File: config.mk
export PLATFORM = sky130hd
export DESIGN_NAME = imem_port_arbiter
export DESIGN_NICKNAME = d
export VERILOG_FILES = /design/src/rtl/imem_port_arbiter.sv
export SDC_FILE = /design/constraint.sdc
export NUM_CORES = 1
export LEC_CHECK = 0
export BUFFER_PORTS_ARGS = -buffer_cell sky130_fd_sc_hd__buf_2
export CAP_MARGIN = 20
export CORE_AREA = 4 4 80 82
export DETAILED_ROUTE_END_ITERATION = 8
export DIE_AREA = 0 0 84 86
export PLACE_DENSITY_LB_ADDON = 0.15
export SLEW_MARGIN = 20
export SYNTH_ARGS = -nofsm -noshare
export SYNTH_HDL_FRONTEND = slang
export SYNTH_SLANG_ARGS = --single-unit
File: constraint.sdc
create_clock -name clk -period 2.49 [get_ports clk]
set_input_delay 0.3735 -clock clk [delete_from_list [all_inputs] [get_ports clk]]
set_output_delay 0.3735 -clock clk [all_outputs]
set_load 0.02 [all_outputs]
File: src/rtl/imem_port_arbiter.sv
// Instruction memory port arbiter.
// Shares one single-port word memory between the fetch stage (reads) and the
// program loader (writes). The loader normally has priority, but after
// MAX_L_BURST consecutive loader grants a waiting fetch is served so the
// pipeline always makes progress. Misaligned or out-of-range requests are
// granted (consumed) without touching the memory and are reported as errors.
module imem_port_arbiter #(
  parameter int ADDR_W      = 10,
  parameter int MAX_L_BURST = 4
) (
  input  logic              clk,
  input  logic              rst,
  // fetch requester (read)
  input  logic              f_req,
  input  logic [31:0]       f_addr,
  output logic              f_gnt,
  output logic              f_rvalid,
  output logic [31:0]       f_rdata,
  output logic              f_err,
  // loader requester (write)
  input  logic              l_req,
  input  logic [31:0]       l_addr,
  input  logic [31:0]       l_wdata,
  output logic              l_gnt,
  output logic              l_err,
  // memory side
  output logic              m_en,
  output logic              m_we,
  output logic [ADDR_W-1:0] m_addr,
  output logic [31:0]       m_wdata,
  input  logic [31:0]       m_rdata
);

  localparam int CNT_W = $clog2(MAX_L_BURST + 1);

  logic [CNT_W-1:0] cnt_reg;
  logic [CNT_W-1:0] cnt_next;
  logic             f_rvalid_reg;
  logic             f_err_reg;
  logic             l_err_reg;

  logic [31:0]      req_addr [2];
  logic [1:0]       addr_ok;
  logic             f_ok;
  logic             l_ok;
  logic             burst_full;
  logic             f_win;
  logic             l_win;

  // Index 0 is the fetch port, index 1 the loader port.
  assign req_addr[0] = f_addr;
  assign req_addr[1] = l_addr;

  // An address is usable only if word aligned and inside the memory.
  genvar gi;
  generate
    for (gi = 0; gi < 2; gi++) begin : g_addr_chk
      assign addr_ok[gi] = (req_addr[gi][1:0] == 2'b00) &&
                           (req_addr[gi][31:ADDR_W+2] == '0);
    end
  endgenerate

  assign f_ok = addr_ok[0];
  assign l_ok = addr_ok[1];

  // Loader wins unless it has used up its burst allowance while fetch waits.
  assign burst_full = (cnt_reg == CNT_W'(MAX_L_BURST));
  assign f_win      = !rst && f_req && (!l_req || burst_full);
  assign l_win      = !rst && l_req && !f_win;

  assign f_gnt   = f_win;
  assign l_gnt   = l_win;

  // Bad addresses are consumed without any memory access.
  assign m_en    = (f_win && f_ok) || (l_win && l_ok);
  assign m_we    = l_win && l_ok;
  assign m_addr  = f_win ? f_addr[ADDR_W+1:2] :
                   l_win ? l_addr[ADDR_W+1:2] : '0;
  assign m_wdata = l_win ? l_wdata : '0;

  // Read data comes straight from the memory's registered output, so it is
  // gated here to read as zero whenever there is no good response.
  assign f_rvalid = f_rvalid_reg;
  assign f_err    = f_err_reg;
  assign f_rdata  = (f_rvalid_reg && !f_err_reg) ? m_rdata : '0;
  assign l_err    = l_err_reg;

  // Burst counter: counts consecutive loader wins, saturating; any other cycle clears it.
  always_comb begin
    cnt_next = '0;
    if (l_win) begin
      cnt_next = burst_full ? cnt_reg : cnt_reg + 1'b1;
    end
  end

  // Registered state: burst count and one-cycle-delayed response/error flags.
  always_ff @(posedge clk) begin
    if (rst) begin
      cnt_reg      <= '0;
      f_rvalid_reg <= 1'b0;
      f_err_reg    <= 1'b0;
      l_err_reg    <= 1'b0;
    end else begin
      cnt_reg      <= cnt_next;
      f_rvalid_reg <= f_win;
      f_err_reg    <= f_win && !f_ok;
      l_err_reg    <= l_win && !l_ok;
    end
  end

endmodule

==> reports/results.tsv <==
metric	value	unit
outcome	completed	
cell family with most CP delay	compound AO/OA/AOI/OAI gates	
P_leak	0.00142	µW
distinct cell type count after synthesis	22	
cell count after synthesis	135	
worst r2r dst	f_err$_SDFF_PP0_	
CP max stage delay	0.38	ns
register bit count reported by yosys	6	
largest net degree at the start of global routing	34	
fin area	2080	µm²
ordered cell list for the critical path	inv_1 > ha_1 > nand2_2 > a211o_1 > clkinv_2 > a22o_1 > buf_2	
Slew Viols, Final	0	
vias	1759	
Routed WL	5.71	mm
area grow syn2layout	127	%
ANT cells	0	
slowest CP cell	dfxtp_1	
first-pass GRT wire length	8.08	mm
hold crit path type	input port to register	
Starting Density	16.0	%
Synth Cell Area	918	µm²
clock latency at the later pin of the worst-skew pair	0.22	ns
reg2reg start	cnt_reg[0]$_SDFFE_PP0N_	
Arr. time, crit path	1.87	ns
Ys Warns	0	
share of layout cells above drive strength 1	64.6	%
grt ovf	0	
CTS tree	yes	
worst hold path depth	4	
worst slew pin tran	0.560	ns
CP required	2.12	ns
Worst Path Buf+Inv	3	
Critical Path Start Type	register	
critical path class	register to output port	
Max Cap Viol	0	
number of global-route vias before repair	1664	
final hold violations	0	
Final Util	36.2	%
CTS clock-pin slew for the worst setup and hold paths	0.04	ns
Synthesized Nets	269	
Die Ht	86	µm
worst hold start	f_addr[17]	
clock skew	0.00424	ns
H-tree depth	1	
antenna violations before repair	0	
# Post-CTS Setup Buffers	0	
Detailed Routing Iterations Pass 1	4	
final setup vio count	0	
Max-slew headroom	62.4	%
Routed wire per std cell	13.7	µm
core area	5750	µm²
CP max FO	12	
Post-Syn Area per Cell	6.80	µm²
I/O Buffers	212	
die area	7220	µm²
clock buffers created by TritonCTS	3	
RSZ-0062 raised after global routing	no	
# IOs	213	
Hold Buf Count CTS	0	
fin nets	478	
hold slack	0.472	ns
root buffer cell	clkbuf_8	
worst vdd ir	0.0949	mV
Site Rows	28	
Max Root-Sink Buffers	2	
fill count	607	
Largest register FFs	3	
gp weighted congestion	0.908	
DR vias/cell	4.22	
Period Utilization, post-route	90.1	%
setup slack, reg-to-reg	1.00	ns
die width	84	µm
Resized cells post-CTS	0	
CTS Sinks	6	
pwr dens	249	nW/µm²
gr usage total	14.1	%
Detail Placement HPWL	5.17	mm
minimum clock period	2.24	ns
Placed Area	2040	µm²
Crit path depth	7	
Seq/Total Area, Yosys	13.1	%
crit path capture type	output port	
Initial DRC Count	25	
setup TNS	0	ns
Reg2Reg Depth	6	
Sequential cell area	120	µm²
Antenna Nets Post-Route	0	
DRC Markers	0	
multi-input logic area	718	µm²
f_max	446	MHz
hold worst-path end	f_err$_SDFF_PP0_	
cells by family after synthesis:
family	share of synthesized area, %
AND/OR/NAND/NOR	60.9
buffers and inverters	8.72
flip-flops	13.1
XOR/XNOR	0.954
adder cells (fa/ha/maj)	2.72
AO/OA/AOI/OAI	13.6
layer usage:
metal / global-route usage, % / up-vias / wire length (µm)
met5: 0 / - / 0
met4: 4.68 / 0 / 114
met3: 4.32 / 8 / 711
met2: 29.0 / 139 / 3060
met1: 12.9 / 719 / 1830
li1: - / 893 / -
worst min-delay path: stages:
cell	delay (ns)
buf_2	0.07
nor2_1	0.03
nand2_1	0.07
o21a_1	0.11
how the worst max path moves through the flow:
stage / start / to / slack (ns)
floorplan: cnt_reg[0]$_SDFFE_PP0N_ / m_en / 0.50
global placement: l_addr[12] / m_en / 0.47
detailed placement: l_addr[12] / m_en / 0.47
CTS: cnt_reg[0]$_SDFFE_PP0N_ / m_addr[3] / 0.23
global route: cnt_reg[0]$_SDFFE_PP0N_ / m_en / 0.13
finish: cnt_reg[0]$_SDFFE_PP0N_ / m_addr[3] / 0.25
cell usage in the layout, fill, tap and decap left out, types with 2 or more instances in the layout:
cell type  count
buf_2        212
and2_1        32
and3_1        32
a22o_1        10
nor4_1        10
nor2_1         6
dfxtp_1        6
inv_1          5
nand2_1        4
nand4_1        3
clkbuf_8       3
buf_4          3
nor2b_1        2
nand2_2        2
nand3_1        2
o21a_1         2
ha_1           2
cell usage after synthesis, drive strengths merged:
library cell	instances	share of area, %
inv	5	2.0
nand3	2	1.1
nor3	1	0.54
a21oi	1	0.54
xnor2	1	0.95
nor4	10	6.8
nand2	6	3.0
dfxtp	6	13
and3	32	22
a211o	1	0.95
and2	32	22
nand4	3	2.0
buf	2	2.5
clkbuf	9	3.7
nor2b	2	1.4
nor2	6	2.5
o32ai	1	0.95
o21a	2	1.6
clkinv	1	0.54
a22o	10	9.5
ha	2	2.7
where the power goes:
part           total [µW]  internal (µW)  switching [µW]  leakage (µW)
Clock                 142            104            38.1     0.0000216
Combinational         273            135             138       0.00135
Sequential            103            101            2.35     0.0000492
Total                 518            339             179       0.00142
metrics by stage:
stage	total power [µW]	std cells	setup slack [ns]
after CTS	528	417	0.230
after detailed placement	380	414	0.474
final	518	417	0.247
after floorplan	230	135	0.502
after global placement	380	414	0.471
after global routing	554	417	0.133
final cells by class:
class | instances | area share (%)
well taps | 75 | 4.51
multi-input cells | 112 | 34.5
flip-flops and latches | 6 | 5.77
inverters | 6 | 1.14
clock buffers | 3 | 1.98
repair buffers | 215 | 52.1
No activity file was read; power rests on OpenSTA's default activity.
